`src/rtl/pipeline_control_arbiter_pkg.sv`:
```
// Shared LC-3b pipeline control types and helpers for the pipeline control arbiter.
// Provides the control word, requester slot names and the field-wise merge function.
package lc3b_types;

  typedef struct packed {
    logic active;
    logic exclusive;
    logic if_stall;
    logic id_stall;
    logic id_ex_stall;
    logic ex_stall;
    logic mem_stall;
    logic if_id_reset;
    logic id_ex_reset;
    logic ex_mem_reset;
    logic mem_wb_reset;
    logic force_sr1_load;
    logic force_sr2_load;
  } lc3b_pipeline_control_word;

  typedef enum logic [1:0] {
    REQ_BRANCH = 2'd0,
    REQ_HAZARD = 2'd1,
    REQ_ICACHE = 2'd2,
    REQ_DCACHE = 2'd3
  } lc3b_pipe_req_idx;

  typedef enum logic {
    ARB_IDLE   = 1'b0,
    ARB_LOCKED = 1'b1
  } arb_state_e;

  // Every field is a request flag, so merging is a plain bitwise OR.
  function automatic lc3b_pipeline_control_word lc3b_pipeline_control_or(
    input lc3b_pipeline_control_word a,
    input lc3b_pipeline_control_word b
  );
    lc3b_pipeline_control_word r;
    r = a | b;
    return r;
  endfunction

  function automatic logic lc3b_ctl_has_stall(input lc3b_pipeline_control_word w);
    return w.if_stall | w.id_stall | w.id_ex_stall | w.ex_stall | w.mem_stall;
  endfunction

  function automatic logic lc3b_ctl_has_reset(input lc3b_pipeline_control_word w);
    return w.if_id_reset | w.id_ex_reset | w.ex_mem_reset | w.mem_wb_reset;
  endfunction

endpackage

```
`src/rtl/pipeline_control_arbiter_rr_arbiter.sv`:
```
// Combinational round-robin picker: first asserted request at or after ptr_i,
// wrapping modulo N, returned as a one-hot grant.
module rr_arbiter #(
  parameter int N = 4
) (
  input  logic [N-1:0]         req_i,
  input  logic [$clog2(N)-1:0] ptr_i,
  output logic [N-1:0]         grant_o
);

  localparam int IDX_W = $clog2(N);

  logic [IDX_W:0]   sum;
  logic [IDX_W-1:0] idx;
  logic             found;

  always_comb begin
    grant_o = '0;
    found   = 1'b0;
    sum     = '0;
    idx     = '0;
    for (int k = 0; k < N; k++) begin
      sum = {1'b0, ptr_i} + (IDX_W+1)'(k);
      if (sum >= (IDX_W+1)'(N)) begin
        sum = sum - (IDX_W+1)'(N);
      end
      idx = sum[IDX_W-1:0];
      if (!found && req_i[idx]) begin
        grant_o[idx] = 1'b1;
        found        = 1'b1;
      end
    end
  end

endmodule

```
`src/rtl/pipeline_control_arbiter.sv`:
```
// Merges per-requester pipeline control words into one word; exclusive requests are
// granted round-robin and locked to one owner. Optional stats: PIPE_ARB_STATS_EN.
module pipeline_control_arbiter
  import lc3b_types::*;
#(
  parameter int NUM_REQ = 4,
  parameter int STAT_W  = 32
) (
  input  logic                                    clk,
  input  logic                                    rst_n,
  input  lc3b_pipeline_control_word [NUM_REQ-1:0] req_i,
  output lc3b_pipeline_control_word               merged_o,
  output logic [NUM_REQ-1:0]                      excl_grant_o,
  output logic                                    locked_o,
  output logic [STAT_W-1:0]                       stall_cyc_o,
  output logic [STAT_W-1:0]                       flush_cyc_o,
  output logic [STAT_W-1:0]                       excl_cyc_o
);

  localparam int OWNER_W = $clog2(NUM_REQ);

  arb_state_e                state_q, state_d;
  logic [OWNER_W-1:0]        owner_q, owner_d;
  logic [OWNER_W-1:0]        rr_ptr_q, rr_ptr_d;
  logic [OWNER_W-1:0]        pick_idx;
  logic [NUM_REQ-1:0]        live;
  logic [NUM_REQ-1:0]        excl_live;
  logic [NUM_REQ-1:0]        pick_oh;
  logic [NUM_REQ-1:0]        grant;
  lc3b_pipeline_control_word merged;

  always_comb begin
    live      = '0;
    excl_live = '0;
    for (int i = 0; i < NUM_REQ; i++) begin
      live[i]      = req_i[i].active;
      excl_live[i] = req_i[i].active & req_i[i].exclusive;
    end
  end

  rr_arbiter #(.N(NUM_REQ)) u_rr_arbiter (
    .req_i   (excl_live),
    .ptr_i   (rr_ptr_q),
    .grant_o (pick_oh)
  );

  always_comb begin
    pick_idx = '0;
    for (int i = 0; i < NUM_REQ; i++) begin
      if (pick_oh[i]) begin
        pick_idx = OWNER_W'(i);
      end
    end
  end

  always_comb begin
    state_d  = state_q;
    owner_d  = owner_q;
    rr_ptr_d = rr_ptr_q;
    grant    = '0;
    merged   = '0;
    unique case (state_q)
      ARB_IDLE: begin
        if (|excl_live) begin
          grant[pick_idx] = 1'b1;
          merged          = req_i[pick_idx];
          state_d         = ARB_LOCKED;
          owner_d         = pick_idx;
        end else begin
          for (int i = 0; i < NUM_REQ; i++) begin
            if (live[i]) begin
              merged = lc3b_pipeline_control_or(merged, req_i[i]);
            end
          end
        end
      end
      ARB_LOCKED: begin
        if (excl_live[owner_q]) begin
          grant[owner_q] = 1'b1;
          merged         = req_i[owner_q];
        end else begin
          // Release cycle: exclusive requesters wait one bubble before the next grant.
          for (int i = 0; i < NUM_REQ; i++) begin
            if (live[i] && !req_i[i].exclusive) begin
              merged = lc3b_pipeline_control_or(merged, req_i[i]);
            end
          end
          state_d  = ARB_IDLE;
          rr_ptr_d = (owner_q == OWNER_W'(NUM_REQ - 1)) ? '0 : owner_q + OWNER_W'(1);
        end
      end
      default: begin
        state_d = ARB_IDLE;
      end
    endcase
    merged.exclusive = |grant;
  end

  always_ff @(posedge clk or negedge rst_n) begin
    if (!rst_n) begin
      state_q  <= ARB_IDLE;
      owner_q  <= '0;
      rr_ptr_q <= '0;
    end else begin
      state_q  <= state_d;
      owner_q  <= owner_d;
      rr_ptr_q <= rr_ptr_d;
    end
  end

  // Combinational outputs are forced quiet for the whole time reset is asserted.
  assign merged_o     = rst_n ? merged : '0;
  assign excl_grant_o = rst_n ? grant  : '0;
  assign locked_o     = (state_q == ARB_LOCKED);

`ifdef PIPE_ARB_STATS_EN
  logic [STAT_W-1:0] stall_cyc_q, stall_cyc_d;
  logic [STAT_W-1:0] flush_cyc_q, flush_cyc_d;
  logic [STAT_W-1:0] excl_cyc_q,  excl_cyc_d;

  function automatic logic [STAT_W-1:0] sat_inc(input logic [STAT_W-1:0] v);
    return (&v) ? v : v + STAT_W'(1);
  endfunction

  always_comb begin
    stall_cyc_d = stall_cyc_q;
    flush_cyc_d = flush_cyc_q;
    excl_cyc_d  = excl_cyc_q;
    if (lc3b_ctl_has_stall(merged_o)) stall_cyc_d = sat_inc(stall_cyc_q);
    if (lc3b_ctl_has_reset(merged_o)) flush_cyc_d = sat_inc(flush_cyc_q);
    if (|excl_grant_o)                excl_cyc_d  = sat_inc(excl_cyc_q);
  end

  always_ff @(posedge clk or negedge rst_n) begin
    if (!rst_n) begin
      stall_cyc_q <= '0;
      flush_cyc_q <= '0;
      excl_cyc_q  <= '0;
    end else begin
      stall_cyc_q <= stall_cyc_d;
      flush_cyc_q <= flush_cyc_d;
      excl_cyc_q  <= excl_cyc_d;
    end
  end

  assign stall_cyc_o = stall_cyc_q;
  assign flush_cyc_o = flush_cyc_q;
  assign excl_cyc_o  = excl_cyc_q;
`else
  assign stall_cyc_o = '0;
  assign flush_cyc_o = '0;
  assign excl_cyc_o  = '0;
`endif

endmodule

```
`config.mk`:
```
export PLATFORM = sky130hd
export DESIGN_NAME = pipeline_control_arbiter
export DESIGN_NICKNAME = d
export VERILOG_FILES = /design/src/rtl/pipeline_control_arbiter_pkg.sv /design/src/rtl/pipeline_control_arbiter_rr_arbiter.sv /design/src/rtl/pipeline_control_arbiter.sv
export SDC_FILE = /design/constraint.sdc
export NUM_CORES = 1
export LEC_CHECK = 0
export CORE_MARGIN = 4
export CORE_UTILIZATION = 37
export DETAILED_ROUTE_END_ITERATION = 8
export GPL_TIMING_DRIVEN = 0
export PLACE_DENSITY = 0.76
export SYNTH_ARGS = -nofsm -noshare
export SYNTH_HDL_FRONTEND = slang
export SYNTH_SLANG_ARGS = --single-unit
```
`constraint.sdc`:
```
create_clock -name clk -period 3.6 [get_ports clk]
set_clock_uncertainty 0.2 [all_clocks]
set_input_delay 0.54 -clock clk [delete_from_list [all_inputs] [get_ports clk]]
set_output_delay 0.54 -clock clk [all_outputs]
set_load 0.05 [all_outputs]
```
==> summary.txt <==
Critical path
  – Crit Path Category: primary input to output port
  – Worst path arrival time: 3.11 ns
  – Crit end category: output port
  – Worst r2r path cells: 11
  – Startpoint Class: primary input
  – CP Data Required Time: 2.86 ns
  – FF-to-FF End: owner_q[0]$_DFFE_PN0P_
  – R2r startpoint: rr_ptr_q[0]$_DFFE_PN0P_
  – R2r setup slk: 0.71 ns
  – CP Max Fanout: 10

Timing
  – Hold slack: 0.343 ns
  – PnR worst setup slack: -0.250 ns
  – Final min period: 3.85 ns
  – RSZ-0062 raised after global routing: true
  – Final setup viols: 15
  – Final Hold Viols: 0
  – Slew Viols, Final: 0
  – Setup TNS: -2.64 ns
  – Ratio of final minimum period to clock period: 1.07
  – Max transition margin: 0.545
  – Fmax: 260 MHz
  – Actual slew at the worst max-slew pin: 0.683 ns

Placement
  – IO buf count: 69
  – RePlAce Congestion: 0.954
  – Post-DP HPWL: 8820 um

Final layout
  – Ant. Diodes: 0
  – Share of cells above drive strength 1: 0.422
  – Final net count: 666
  – Fill cell count: 631
  – Utilization after layout: 0.676
  – Area growth from synthesis to final layout: 73.8%

GRT
  – Grt ovf: 0
  – First-pass GRT wire length: 20100 um
  – Initial antenna violation count: 0
  – Largest net degree at the start of global routing: 11
  – GRT Total Usage: 0.250
  – Vias in the first global route: 4001

Floorplanning
  – Die Y: 99.1 um
  – Die area: 9820 um2
  – FP Rows: 32
  – Die width: 99.1 um
  – Top Ports: 168
  – Core ar.: 7890 um2
  – Initial Util: 0.389

Power
  – Part of the power in combinational logic: 0.946
  – Clock group share of total power: 0.025
  – Sw Ratio: 0.553
  – Pint: 1910 uW
  – Sw Pwr: 2370 uW
  – Max IR drop VDD: 0.495 mV
  – Lkg Pwr: 0.00236 uW
  – Sequential power share: 0.029
  – Total power: 4280 uW
  – Power per cell area: 802 nW/um2

Routing
  – Detailed Route Iter0 Violations: 364
  – Via count: 3913
  – Routed vias/inst: 5.57
  – DRC violations left: 0
  – Total Wirelength: 13200 um
  – DRT Pass-1 Iters: 5
  – Drt wl/cell: 18.8 um
  – Detail Route Antenna Nets: 0

Clocking
  – CTS tree: yes
  – CTS Buf Count: 3
  – Clk pin slew, worst setup/hold paths: 0.04 ns
  – CTS Hold Buffers Added: 0
  – Clk Latency, worst-skew pair: 0.23 ns
  – Root Buffer: clkbuf_8
  – Clk sinks: 5
  – CTS max path bufs: 2
  – H-tree Lvls: 1

Logic synthesis
  – Yosys Warn Count: 0
  – Synth area leader: buf_4
  – Post-Synthesis Cells: 402
  – Mean Syn Cell Area: 7.63 um2
  – Top cell type's share of synthesized area: 0.235
  – Top cells by area, synth: buf_4 (23%), a22oi_1 (11%), mux4_2 (10%)
  – Register area share after synthesis: 0.0408
  – Async set-or-reset flop fraction in the synthesized netlist: 1.00
  – Register bit count reported by yosys: 5
  – Synth cell types: 52
  – Main synth FF type: dfrtp_1
  – Synth Cell Area: 3070 um2
  – Number of synthesized flops with an enable pin: 0

Run status
  – Status: complete, but fails checks
  – Failing checks: setup timing

Flow run
  – Max Cap Violations: 0

Worst hold path
  – Hold Path Class: primary input to asynchronous set/reset pin
## placed cells by master (no fill, tap or decap), drive strengths merged, types with 3 or more instances in the layout
master and count:
buf 156, conb 96, clkdlybuf4s50 46, a22oi 45
clkbuf 28, o211ai 24, nand2 21, mux4 14
nor3 14, a21boi 14, o21ai 13, a21oi 12
a2111oi 12, o31ai 12, nand3 11, ha 11
nor2b 10, nor2 6, inv 6, dfrtp 5
and2 4, nor4 4, nand3b 3, and3 3
## cell families after synthesis
kind of cell | count (synthesis) | synth area share
AOI/OAI and AO/OA | 144 | 0.355
and+or+nand+nor | 88 | 0.155
buffers and inverters | 136 | 0.289
other | 1 | 0.00122
DFF | 5 | 0.0408
muxes | 17 | 0.113
adders and majority gates | 11 | 0.0448
## worst max-delay path by stage
stage / slack (ns) / start / to / depth (start not counted)
6_report: -0.25 / req_i[50] / merged_o[4] / 12
5_1_grt: -0.32 / rr_ptr_q[0]$_DFFE_PN0P_ / merged_o[4] / 13
4_1_cts: -0.29 / rr_ptr_q[0]$_DFFE_PN0P_ / merged_o[10] / 11
3_5_place_dp: -1.63 / req_i[12] / merged_o[5] / 10
3_3_place_gp: -1.62 / req_i[12] / merged_o[5] / 10
2_1_floorplan: -0.02 / req_i[38] / merged_o[5] / 9
## cell usage after synthesis, drive strengths merged, types with 5 or more instances
| master | number |
|---|---|
| a2111oi | 12 |
| a21boi | 14 |
| a21oi | 12 |
| a22oi | 45 |
| buf | 107 |
| clkbuf | 23 |
| dfrtp | 5 |
| ha | 11 |
| inv | 6 |
| mux4 | 14 |
| nand2 | 21 |
| nand3 | 11 |
| nor2 | 6 |
| nor2b | 10 |
| nor3 | 14 |
| o211ai | 24 |
| o21ai | 13 |
| o31ai | 12 |
## flip-flops by register name, indices dropped and copies added, names as in the netlist
| register | flops |
|---|---|
| owner_q | 2 |
| rr_ptr_q | 2 |
| locked_o | 1 |
## layer usage
layer / GRT usage / vias to the layer above / wire length [um]
met5: 0 / - / 0
met4: 0.146 / 0 / 602
met3: 0.0658 / 67 / 1570
met2: 0.410 / 321 / 6220
met1: 0.291 / 1776 / 4800
li1: - / 1749 / -
## worst max-delay path, cell delays in order
cell and delay (ns):
buf_2 0.13, nand2_4 0.05, buf_6 0.13, mux4_2 0.50, nor2b_4 0.15, a221o_1 0.32
or3_4 0.41, buf_12 0.17, buf_16 0.15, a2111oi_4 0.27, o31ai_4 0.11, buf_6 0.17
## timing repair
item                                    CTS  global route
buffers inserted                         20             7
cloned                                    4             0
endpoints found under the setup margin   17            17
pin swaps                                21            14
gates resized for setup                 199            38
## power by group through the flow
stage / Clock [uW] / Sequential, uW / Combinational [uW]
2_1_floorplan: 0 / 142 / 2250
3_3_place_gp: 0 / 134 / 2880
3_5_place_dp: 0 / 138 / 2920
4_1_cts: 111 / 122 / 3710
5_1_grt: 114 / 128 / 4220
6_report: 106 / 124 / 4050
## layout make-up
type,instances,area (um2),area share
Clock inverter,1,5.00,0.000938
Tap cell,102,128,0.0239
Buffer,129,972,0.182
Sequential cell,5,128,0.0239
Clock buffer,3,41.3,0.00774
Multi-Input combinational cell,356,3030,0.568
Timing Repair Buffer,100,1000,0.188
Inverter,6,30.0,0.00563
## stage by stage
step                      std cells  worst slack, ns  area, um2
after floorplan                 497          -0.0162       3760
after CTS                       696           -0.290       5180
after global routing            702           -0.323       5340
final                           702           -0.250       5340
after global placement          668            -1.62       4580
after detailed placement        668            -1.63       4580
Note: power is estimated with default switching activity, not from simulation.
